$ cat config.mk
export PLATFORM = sky130hd
export DESIGN_NAME = number_parser_flat
export DESIGN_NICKNAME = d
export VERILOG_FILES = /design/src/rtl/forthsuper_pkg.sv /design/src/rtl/mb8_io.sv /design/src/rtl/number_digit.sv /design/src/rtl/number_parser.sv /design/src/flat_wrapper.sv
export SDC_FILE = /design/constraint.sdc
export NUM_CORES = 1
export LEC_CHECK = 0
export CAP_MARGIN = 10
export CORE_MARGIN = 4
export CORE_UTILIZATION = 45
export CTS_BUF_LIST = sky130_fd_sc_hd__clkbuf_16
export DETAILED_ROUTE_END_ITERATION = 16
export HOLD_SLACK_MARGIN = 0.03
export PLACE_DENSITY_LB_ADDON = 0.3
export SETUP_SLACK_MARGIN = 0.3
export SKIP_LAST_GASP = 1
export SYNTH_ARGS = -nofsm -noshare
export SYNTH_HDL_FRONTEND = slang
export SYNTH_HIERARCHICAL = 1
export SYNTH_SLANG_ARGS = --single-unit
$ cat constraint.sdc
create_clock -name clk -period 5.7 [get_ports clk]
set_input_delay 1.71 -clock clk [delete_from_list [all_inputs] [get_ports clk]]
set_output_delay 1.71 -clock clk [all_outputs]
set_load 0.05 [all_outputs]
$ cat src/rtl/forthsuper_pkg.sv
// Shared types and constants for the forthsuper number parser:
// parser state enum, ASCII codes, number bases and counter width.
package forthsuper_pkg;

    typedef enum logic [1:0] {
        IDL,
        SKP,
        DIG,
        FIN
    } parser_sts;

    localparam logic [7:0] CH_SPC = 8'h20;
    localparam logic [7:0] CH_NUL = 8'h00;
    localparam logic [7:0] CH_MIN = 8'h2D;
    localparam logic [7:0] CH_DLR = 8'h24;

    localparam logic [4:0] BASE_DEC = 5'd10;
    localparam logic [4:0] BASE_HEX = 5'd16;

    localparam int CNT_W = 4;

endpackage

$ cat src/rtl/mb8_io.sv
// Memory block port bundle: address (ai) and write enable (we).
// master drives both, slave (the memory) receives them.
interface mb8_io #(
    parameter int ASZ = 17
);
    logic [ASZ-1:0] ai;
    logic           we;

    modport master (output ai, output we);
    modport slave  (input  ai, input  we);
endinterface

$ cat src/rtl/number_digit.sv
// Combinational digit decode: byte b in the current base -> dv (valid), dval.
// Ports: b (byte), base (10 or 16), dv, dval (4-bit value). Macro NUMBER_HEX_EN adds a-f/A-F.
module number_digit #(
    parameter int DSZ = 8
) (
    input  logic [DSZ-1:0] b,
    input  logic [4:0]     base,
    output logic           dv,
    output logic [3:0]     dval
);
    logic is_dig;

    always_comb begin
        is_dig = 1'b0;
        dval   = 4'd0;
        if (b >= DSZ'(8'h30) && b <= DSZ'(8'h39)) begin
            is_dig = 1'b1;
            dval   = b[3:0];
        end
`ifdef NUMBER_HEX_EN
        // 'a'/'A' have low nibble 1, so +9 maps them onto 10..15
        else if ((b >= DSZ'(8'h61) && b <= DSZ'(8'h66)) ||
                 (b >= DSZ'(8'h41) && b <= DSZ'(8'h46))) begin
            is_dig = 1'b1;
            dval   = b[3:0] + 4'd9;
        end
`endif
        dv = is_dig && ({1'b0, dval} < base);
    end

endmodule

$ cat src/rtl/number_parser.sv
// Streams a TIB token from memory one byte per cycle and converts it to a signed number.
// Ports: clk, rst (async high), mb_if (ai/we master), en, aw (token addr), vw (read byte),
// bsy, ok, val, tib (address after token). Macro NUMBER_HEX_EN enables '$' hex prefix.
module number_parser #(
    parameter int DSZ = 8,
    parameter int ASZ = 17,
    parameter int WSZ = 32
) (
    input  logic           clk,
    input  logic           rst,
    mb8_io.master          mb_if,
    input  logic           en,
    input  logic [ASZ-1:0] aw,
    input  logic [DSZ-1:0] vw,
    output logic           bsy,
    output logic           ok,
    output logic [WSZ-1:0] val,
    output logic [ASZ-1:0] tib
);
    import forthsuper_pkg::*;

    parser_sts      st_q, st_d;
    logic [ASZ-1:0] a_q, a_d;
    logic [WSZ-1:0] acc_q, acc_d;
    logic           neg_q, neg_d;
    logic [CNT_W-1:0] cnt_q, cnt_d;
    logic           bsy_q, bsy_d;
    logic           ok_q, ok_d;
    logic [WSZ-1:0] val_q, val_d;
    logic [ASZ-1:0] tib_q, tib_d;
    logic [4:0]     base_w;
`ifdef NUMBER_HEX_EN
    logic [4:0]     base_q, base_d;
    assign base_w = base_q;
`else
    assign base_w = BASE_DEC;
`endif

    logic           dv;
    logic [3:0]     dval;
    logic           is_spc, is_nul, is_min;
    logic [WSZ-1:0] acc_mul;
    logic           fin_go, fin_ok;
    logic [ASZ-1:0] fin_tib;

    number_digit #(.DSZ(DSZ)) u_digit (
        .b    (vw),
        .base (base_w),
        .dv   (dv),
        .dval (dval)
    );

    assign is_spc = (vw == DSZ'(CH_SPC));
    assign is_nul = (vw == DSZ'(CH_NUL));
    assign is_min = (vw == DSZ'(CH_MIN));

    assign mb_if.ai = (st_q == IDL) ? aw : a_q;
    assign mb_if.we = 1'b0;

`ifdef NUMBER_HEX_EN
    logic is_dlr;
    assign is_dlr  = (vw == DSZ'(CH_DLR));
    assign acc_mul = (base_q == BASE_HEX) ? (acc_q << 4)
                                          : (acc_q << 3) + (acc_q << 1);
`else
    assign acc_mul = (acc_q << 3) + (acc_q << 1);
`endif

    always_comb begin
        st_d    = st_q;
        a_d     = a_q;
        acc_d   = acc_q;
        neg_d   = neg_q;
        cnt_d   = cnt_q;
        bsy_d   = bsy_q;
        ok_d    = ok_q;
        val_d   = val_q;
        tib_d   = tib_q;
`ifdef NUMBER_HEX_EN
        base_d  = base_q;
`endif
        fin_go  = 1'b0;
        fin_ok  = 1'b0;
        fin_tib = a_q;

        unique case (st_q)
            IDL: begin
                if (en) begin
                    a_d   = aw + ASZ'(1);
                    acc_d = '0;
                    neg_d = 1'b0;
                    cnt_d = '0;
                    bsy_d = 1'b1;
                    ok_d  = 1'b0;
                    st_d  = SKP;
`ifdef NUMBER_HEX_EN
                    base_d = BASE_DEC;
`endif
                end
            end
            SKP: begin
                if (!en) begin
                    st_d  = IDL;
                    bsy_d = 1'b0;
                    ok_d  = 1'b0;
                end else if (is_spc) begin
                    a_d = a_q + ASZ'(1);
                end else if (is_min) begin
                    neg_d = 1'b1;
                    a_d   = a_q + ASZ'(1);
                    st_d  = DIG;
`ifdef NUMBER_HEX_EN
                end else if (is_dlr) begin
                    base_d = BASE_HEX;
                    a_d    = a_q + ASZ'(1);
`endif
                end else if (dv) begin
                    acc_d = WSZ'(dval);
                    cnt_d = CNT_W'(1);
                    a_d   = a_q + ASZ'(1);
                    st_d  = DIG;
                end else if (is_nul) begin
                    fin_go  = 1'b1;
                    fin_tib = a_q - ASZ'(1);
                end else begin
                    fin_go  = 1'b1;
                end
            end
            DIG: begin
                if (!en) begin
                    st_d  = IDL;
                    bsy_d = 1'b0;
                    ok_d  = 1'b0;
                end else if (dv) begin
                    acc_d = acc_mul + WSZ'(dval);
                    cnt_d = (&cnt_q) ? cnt_q : cnt_q + CNT_W'(1);
                    a_d   = a_q + ASZ'(1);
`ifdef NUMBER_HEX_EN
                // '$' right after '-' still selects hex
                end else if (is_dlr && cnt_q == '0 && base_q == BASE_DEC) begin
                    base_d = BASE_HEX;
                    a_d    = a_q + ASZ'(1);
`endif
                end else if (is_spc) begin
                    fin_go = 1'b1;
                    fin_ok = (cnt_q != '0);
                end else if (is_nul) begin
                    fin_go  = 1'b1;
                    fin_ok  = (cnt_q != '0);
                    fin_tib = a_q - ASZ'(1);
                end else begin
                    fin_go = 1'b1;
                end
            end
            FIN: begin
                if (!en) st_d = IDL;
            end
            default: st_d = IDL;
        endcase

        if (fin_go) begin
            st_d  = FIN;
            bsy_d = 1'b0;
            ok_d  = fin_ok;
            tib_d = fin_tib;
            val_d = fin_ok ? (neg_q ? -acc_q : acc_q) : '0;
        end
    end

    always_ff @(posedge clk or posedge rst) begin
        if (rst) begin
            st_q   <= IDL;
            a_q    <= '0;
            acc_q  <= '0;
            neg_q  <= 1'b0;
            cnt_q  <= '0;
            bsy_q  <= 1'b0;
            ok_q   <= 1'b0;
            val_q  <= '0;
            tib_q  <= '0;
`ifdef NUMBER_HEX_EN
            base_q <= BASE_DEC;
`endif
        end else begin
            st_q   <= st_d;
            a_q    <= a_d;
            acc_q  <= acc_d;
            neg_q  <= neg_d;
            cnt_q  <= cnt_d;
            bsy_q  <= bsy_d;
            ok_q   <= ok_d;
            val_q  <= val_d;
            tib_q  <= tib_d;
`ifdef NUMBER_HEX_EN
            base_q <= base_d;
`endif
        end
    end

    assign bsy = bsy_q;
    assign ok  = ok_q;
    assign val = val_q;
    assign tib = tib_q;

endmodule
$ cat src/flat_wrapper.sv
// flat-port wrapper written by rule: the top's interface ports become plain ports
module number_parser_flat import forthsuper_pkg::*;
#(
    parameter int DSZ = 8,
    parameter int ASZ = 17,
    parameter int WSZ = 32
)
  (clk, rst, en, aw, vw, bsy, ok, val, tib, mb_if_ai, mb_if_we);
  mb8_io #(.ASZ(ASZ)) mb_if_i ();
  input  logic clk;
  input  logic rst;
  input  logic en;
  input  logic [ASZ-1:0] aw;
  input  logic [DSZ-1:0] vw;
  output logic bsy;
  output logic ok;
  output logic [WSZ-1:0] val;
  output logic [ASZ-1:0] tib;
  output wire logic [$bits(mb_if_i.ai)-1:0] mb_if_ai;
  output wire logic [$bits(mb_if_i.we)-1:0] mb_if_we;
  assign mb_if_ai = mb_if_i.ai;
  assign mb_if_we = mb_if_i.we;
  number_parser #(.DSZ(DSZ), .ASZ(ASZ), .WSZ(WSZ)) u_core (.clk(clk), .rst(rst), .mb_if(mb_if_i), .en(en), .aw(aw), .vw(vw), .bsy(bsy), .ok(ok), .val(val), .tib(tib));
endmodule
==> results of run 1 <==
==> kinds of logic after synthesis <==
family | count (synthesis)
simple gates | 351
compound gates | 334
flops | 107
buf+inv | 96
fa+ha+maj | 74
xor+xnor | 72
mux | 16
other cells | 2
==> per-stage QoR <==
| stage | hold slack, ps | power, µW |
|---|---|---|
| floorplan | 469 | 2400 |
| global placement | 462 | 2980 |
| detailed placement | 466 | 3010 |
| CTS | 483 | 3620 |
| global route | 509 | 3840 |
| finish | 474 | 3630 |
==> flip-flops by register name, indices dropped and copies added (netlist names) <==
register / cells
u_core/acc_q: 32
u_core/val: 32
u_core/a_q: 17
u_core/tib: 17
u_core/cnt_q: 4
u_core/st_q: 2
u_core/bsy: 1
u_core/neg_q: 1
u_core/ok: 1
==> what timing repair did <==
item	in CTS	in global routing
hold buffers	0	0
setup endpoints to repair	0	1
hold endpoints to repair	0	0
gates resized for setup	0	2
==> synthesized netlist by cell type, drive strengths merged (14+ instances only) <==
cell,n
nand2,151
o21ai,116
dfrtp,107
ha,72
a21oi,66
clkbuf,57
nor2,45
xor2,44
o31ai,37
inv,31
xnor2,28
nand3,25
and3,19
nor3,19
a21o,14
mux2,14
==> area by class of cell <==
class,count,area [µm²],area share
tap,260,325,0.0320
inverter,33,126,0.0124
clock buffer,9,225,0.0221
sequential,107,2680,0.263
clock inverter,7,52.6,0.00517
timing repair buffer,112,1090,0.107
multi-input combinational,854,5680,0.558
==> worst paths after layout <==
| check | startpoint | endpoint | depth (start not counted) | slack (ps) |
|---|---|---|---|---|
| min reg2reg | u_core/val[30] | u_core/val[30] | 2 | 470 |
| max reg2reg | u_core/acc_q[0] | u_core/val[24] | 9 | 2170 |
| min | u_core/val[30] | u_core/val[30] | 2 | 470 |
| max | vw[7] | u_core/acc_q[29] | 14 | 590 |
| min in group asynchronous | rst | u_core/val[30] | 2 | 1880 |
| max in group asynchronous | rst | u_core/val[18] | 3 | 2970 |
==> power by group <==
group          switching (µW)  total, µW  leakage, µW  internal [µW]
Combinational            1300       1930      0.00284            632
Sequential                211       1080      0.00146            873
Clock                     313        613     0.000126            300
==> routing by layer <==
layer | wire length [µm] | up-vias
met5 | 0 | -
met3 | 1530 | 37
met4 | 447 | 0
met2 | 10500 | 267
li1 | - | 3996
met1 | 11800 | 3883
==> critical path, cell delays in order <==
cell             delay, ps
clkdlybuf4s50_1        430
and4bb_1               310
and3_1                 240
inv_1                   70
fa_1                   470
inv_1                   70
ha_1                   310
a211o_1                330
a211oi_2               270
a211oi_1               150
o31ai_2                300
a21oi_1                130
or3_1                  320
a32o_1                 250
==> summary.txt, run 1 <==
Outcome
  • Status: finished, final reports clean

Logic synthesis
  • Post-synth cell types: just under 80
  • Largest family of logic cells by synthesized area: compound AO/OA/AOI/OAI gates
  • FFs w/ async S/R, synth: 1.00
  • Synthesized cell area: around 0.0087 mm²
  • Synthesized area per cell: 8.27 µm²
  • Cells after Synth: approximately 1,100
  • Synth top area cells: dfrtp_1, ha_1, o21ai_0
  • Synth Area in Compound Gates: 0.249
  • Sequential area share after synthesis: 0.308
  • Post-Synth XOR/XNOR Area: 0.0725
  • Synth Area in Simple Gates: 0.198
  • Area leader, netlist: dfrtp_1
  • Mux share of post-synthesis cell area: 0.0204
  • Adder-cell share of the synthesized area: 0.108
  • Number of synthesized flops with an enable pin: 0
  • Dominant synthesized flop cell: dfrtp_1
  • Yosys warning total: 6
  • Top cell type's share of synthesized area: 0.308
  • Post-synthesis register bit count: about 110

Timing
  • Final Hold Viols: 0
  • Number of max-slew violations in the final report: 0
  • Worst-margin pin slew: 960 ps
  • Slack of the critical path: roughly 590 ps
  • Max Clk Rate: around 0.20 GHz
  • Normalized max-slew margin: 0.360
  • Endpoints failing setup: 0
  • RSZ-0062 raised after global routing: false
  • Post-Route Skew: 9.75 ps
  • Post-Route Setup TNS: 0 ps
  • Final min period: 5110 ps
  • Tcrit/Tclk final: 0.896

Layout
  • Proportion of layout cells with a drive suffix above 1: 0.0561
  • Final instance area: a little over 0.01 mm²
  • ANT cells: 0
  • Most frequent cells in the layout: nand2_1, o21ai_0, dfrtp_1
  • Nets: roughly 1,200
  • Post-synthesis to final-layout area growth: 17.0%
  • Layout Utilization: 0.540
  • Layout filler cell count: roughly 1,800
  • Commonest non-fill, non-tap cell in the layout: nand2_1
  • Non-filler cells, final: 1,382

Setup path
  • Worst EP arrival: around 5400 ps
  • CP Max Fanout: 4
  • Critical path required time: about 6000 ps
  • Critical path class: input port to register
  • CP startpoint kind: input port
  • CP endpoint kind: register

Clock network
  • Sink Count: ~110
  • CTS tree: built
  • Worst skew pair latency: 360 ps
  • H-tree Lvls: 3
  • CTS buffer count: 9
  • Root Driver: clkbuf_16
  • Max clock buf depth: 2
  • CTS clk-pin slew, worst paths: approximately 80 ps
  • Postcts setup bufs: 0

Pwr
  • PD cells: ~360 mW/mm²
  • Worst vdd ir: 198 µV
  • Lkg Pwr: around 0.0044 µW

Die
  • Core Rows: 50
  • Die Ht: between 100 and 150 µm
  • Area of the core: between 0.015 and 0.02 mm²
  • Die ar.: 0.0216 mm²
  • Die X: between 100 and 150 µm
  • Top Ports: 97
  • Starting Density: 0.462

Detailed routing
  • # DRC: 0
  • Via density: between 5 and 6
  • Drt first pass iters: 5
  • Antenna viol nets, final: 0
  • Iter 0 DRT Violations: 950
  • Routed wire length: 24,400 µm
  • Mean routed wirelength per cell: 17.6 µm
  • Vias after detailed routing: about 8,200

Place
  • Placed cell areas: ~0.0099 mm²
  • Gpl congestion: between 0.9 and 1
  • Hpwl dp: about 18,000 µm
  • Setup WS pre-CTS: around 52 ps
  • Dpl cells: around 1,400
  • Port-buffer cells: 95

GRT
  • Met2 Use GR: 0.341
  • GR Util met1: 0.331
  • Initial antenna violation count: 0
  • Pin count of the biggest net entering global routing: 67
  • Met3 usage in global routing: 0.0342
  • Grt total ovfl: 0
  • Vias in the first global route: between 7,000 and 8,000
  • Busiest grt layer: met2
  • Global-route wire length before repair: 40,200 µm
  • Gr usage total: 0.224

Run
  • MaxCap Viol Count: 0

Worst hold path
  • Worst min-delay path category: register to register
(Power assumes the default switching activity.)
==> run 2, diff against run 1 <==
CAP_MARGIN = not set   (was 10)
==> results of run 2 <==
No change in the layout: final DEF, timing and power equal those of run 1.
==> run 3, diff against run 2 <==
CORE_ASPECT_RATIO = 0.5   (was not set)
SETUP_SLACK_MARGIN = not set   (was 0.3)
==> run 3 against run 2 <==
  * Maximum frequency is 5.2% lower
  * Cell count hardly changed
  * Sequential cell count stayed put
  * Routed wire length is 1.3% higher
  * Die area is 0.62% higher
==> summary.txt, run 3 (same netlist as run 1, synthesis figures left out) <==
Detailed routing
  • # DRC: 0 (unchanged)
  • Vias after detailed routing: 8,288 (+1.3%)
  • Via density: 5.99 (+1.2%)
  • Mean routed wirelength per cell: 17.8 µm (+1.2%)
  • Routed wire length: 24,700 µm (+1.3%)
  • Antenna viol nets, final: 0 (unchanged)
  • Drt first pass iters: 6 (+1)
  • Iter 0 DRT Violations: 742 (-22%)

Timing
  • Tcrit/Tclk final: 0.945 (+0.0490)
  • Post-Route Skew: 11.9 ps (+2.18 ps)
  • Max Clk Rate: 0.186 GHz (-5.2%)
  • Endpoints failing setup: 0 (unchanged)
  • Normalized max-slew margin: 0.283 (-0.0774)
  • Final Hold Viols: 0 (unchanged)
  • Worst-margin pin slew: 1080 ps (+116 ps)
  • Post-Route Setup TNS: 0 ps (unchanged)
  • Min Hold Slack: 482 ps (+7.79 ps)
  • Number of max-slew violations in the final report: 0 (unchanged)
  • Final min period: 5380 ps (+279 ps)
  • RSZ-0062 raised after global routing: false

Clock network
  • Root Driver: clkbuf_16
  • CTS clk-pin slew, worst paths: 80 ps (about the same)
  • Postcts setup bufs: 0 (unchanged)
  • H-tree Lvls: 3 (unchanged)
  • CTS buffer count: 9 (unchanged)
  • CTS tree: built
  • Post_cts resized: 0 (unchanged)
  • Hold buffers post-CTS: 0 (unchanged)
  • Max clock buf depth: 2 (unchanged)
  • Worst skew pair latency: 350 ps (about the same)
  • Sink Count: 107 (unchanged)

Die
  • Area of the core: 0.0187 mm² (-0.70%)
  • Die X: 205 µm (+39%)
  • Core Rows: 35 (-30%)
  • Die ar.: 0.0217 mm² (+0.62%)
  • Top Ports: 97 (unchanged)
  • Starting Density: 0.465 (+0.00324)
  • Die Ht: 106 µm (-28%)

Setup path
  • Slowest stage delay, CP: 500 ps (+30 ps)
  • Critical path required time: 5940 ps (about the same)
  • Buf/Inv on CP: 4 (+1)
  • CP Max Fanout: 4 (unchanged)
  • Worst path slowest cell: a211oi_1
  • CP endpoint kind: register
  • CP startpoint kind: input port
  • Worst EP arrival: 5630 ps (+270 ps)
  • Top delay family on crit path: compound AO/OA/AOI/OAI gates
  • Critical-path cell list: clkdlybuf4s50_1 > and4bb_1 > and3_1 > inv_1 > fa_1 > inv_1 > ha_1 > a211o_1 > a211oi_1 > a211oi_1 > o31ai_1 > buf_4 > a21oi_1 > or3_1 > a32o_1
  • Worst reg-to-reg setup slack: 2080 ps (-90 ps)
  • Critical path class: input port to register

Outcome
  • Status: finished, final reports clean

Layout
  • Proportion of layout cells with a drive suffix above 1: 0.0560 (-0.0000999)
  • Nets: 1,221 (+0.16%)
  • ANT cells: 0 (unchanged)
  • Commonest non-fill, non-tap cell in the layout: nand2_1
  • Post-synthesis to final-layout area growth: 17.6%
  • Most frequent cells in the layout: nand2_1, o21ai_0, dfrtp_1
  • Layout Utilization: 0.547 (+0.00640)
  • Non-filler cells, final: 1,383 (+0.072%)
  • Layout filler cell count: 1,676 (-5.8%)

Pwr
  • Lkg Pwr: 0.00447 µW (+1.0%)
  • Worst vdd ir: 296 µV (+49%)
  • Post-route total power: 3710 µW (+2.1%)
  • PD cells: 363 mW/mm² (+1.6%)

GRT
  • Grt total ovfl: 0 (unchanged)
  • Initial antenna violation count: 0 (unchanged)
  • Global-route wire length before repair: 40,900 µm (+1.8%)
  • Pin count of the biggest net entering global routing: 82 (+22%)
  • Gr usage total: 0.225 (+0.000662)
  • Vias in the first global route: 8,008 (+3.7%)

Place
  • Hpwl dp: 18,100 µm (+1.7%)
  • Dpl cells: 1,367 (+0.073%)
  • Port-buffer cells: 95 (unchanged)
  • Gpl congestion: 0.942 (about the same)

Run
  • MaxCap Viol Count: 0 (unchanged)

Worst hold path
  • Worst min-delay path category: register to register
## run 3: cell count changes in the layout (fill, tap and decap cells not counted)
cell        before  now
clkinvlp_4       3    1
a211oi_1         4    5
bufinv_16        0    2
a211oi_2         1    0
o31ai_2          2    1
o31ai_1         33   34
buf_4           16   18
## run 3: final cells by class
cell class / instances / area [µm²] / share of cell area
timing repair buffer: 114 / 1110 / 0.108
multi-input combinational: 854 / 5670 / 0.554
sequential: 107 / 2680 / 0.262
clock inverter: 7 / 97.6 / 0.00955
clock buffer: 9 / 225 / 0.0220
tap: 259 / 324 / 0.0317
inverter: 33 / 126 / 0.0124
## run 3: worst reg2reg max path: stages (launching register included)
cell and delay [ps]:
dfrtp_1 400, inv_1 140, fa_1 560, inv_1 70, ha_1 310, a211o_1 330, a211oi_1 500, a211oi_1 180
o31ai_1 240, buf_4 170, a21oi_1 70, or3_1 310, a32o_1 250
## run 3: report_power, final
group	total, µW	switching (µW)	internal (µW)
Sequential	1070	198	874
Combinational	1940	1300	636
Clock	695	307	388
## run 3: through the flow
step	setup WS, ps	cell area, µm²
floorplan	836	8710
finish	315	10200
global route	94.7	10200
CTS	346	10200
detailed placement	-16.8	9900
global placement	69.3	9900
## run 3: per-layer routing
layer  vias up  track usage  share of wire
met1      4015        0.312           0.46
li1       3994            -              -
met3        36       0.0286          0.052
met5         -            0              0
met4         0       0.0569          0.017
met2       243        0.375           0.47
## run 3: final timing paths
kind	start	endpoint	cells after the start
setup / recovery	vw[7]	u_core/acc_q[29]	15
hold / removal	u_core/tib[5]	u_core/tib[5]	2
setup reg to reg	u_core/acc_q[0]	u_core/acc_q[29]	12
hold reg to reg	u_core/tib[5]	u_core/tib[5]	2
max in group asynchronous	rst	u_core/cnt_q[1]	3
min in group asynchronous	rst	u_core/val[31]	2
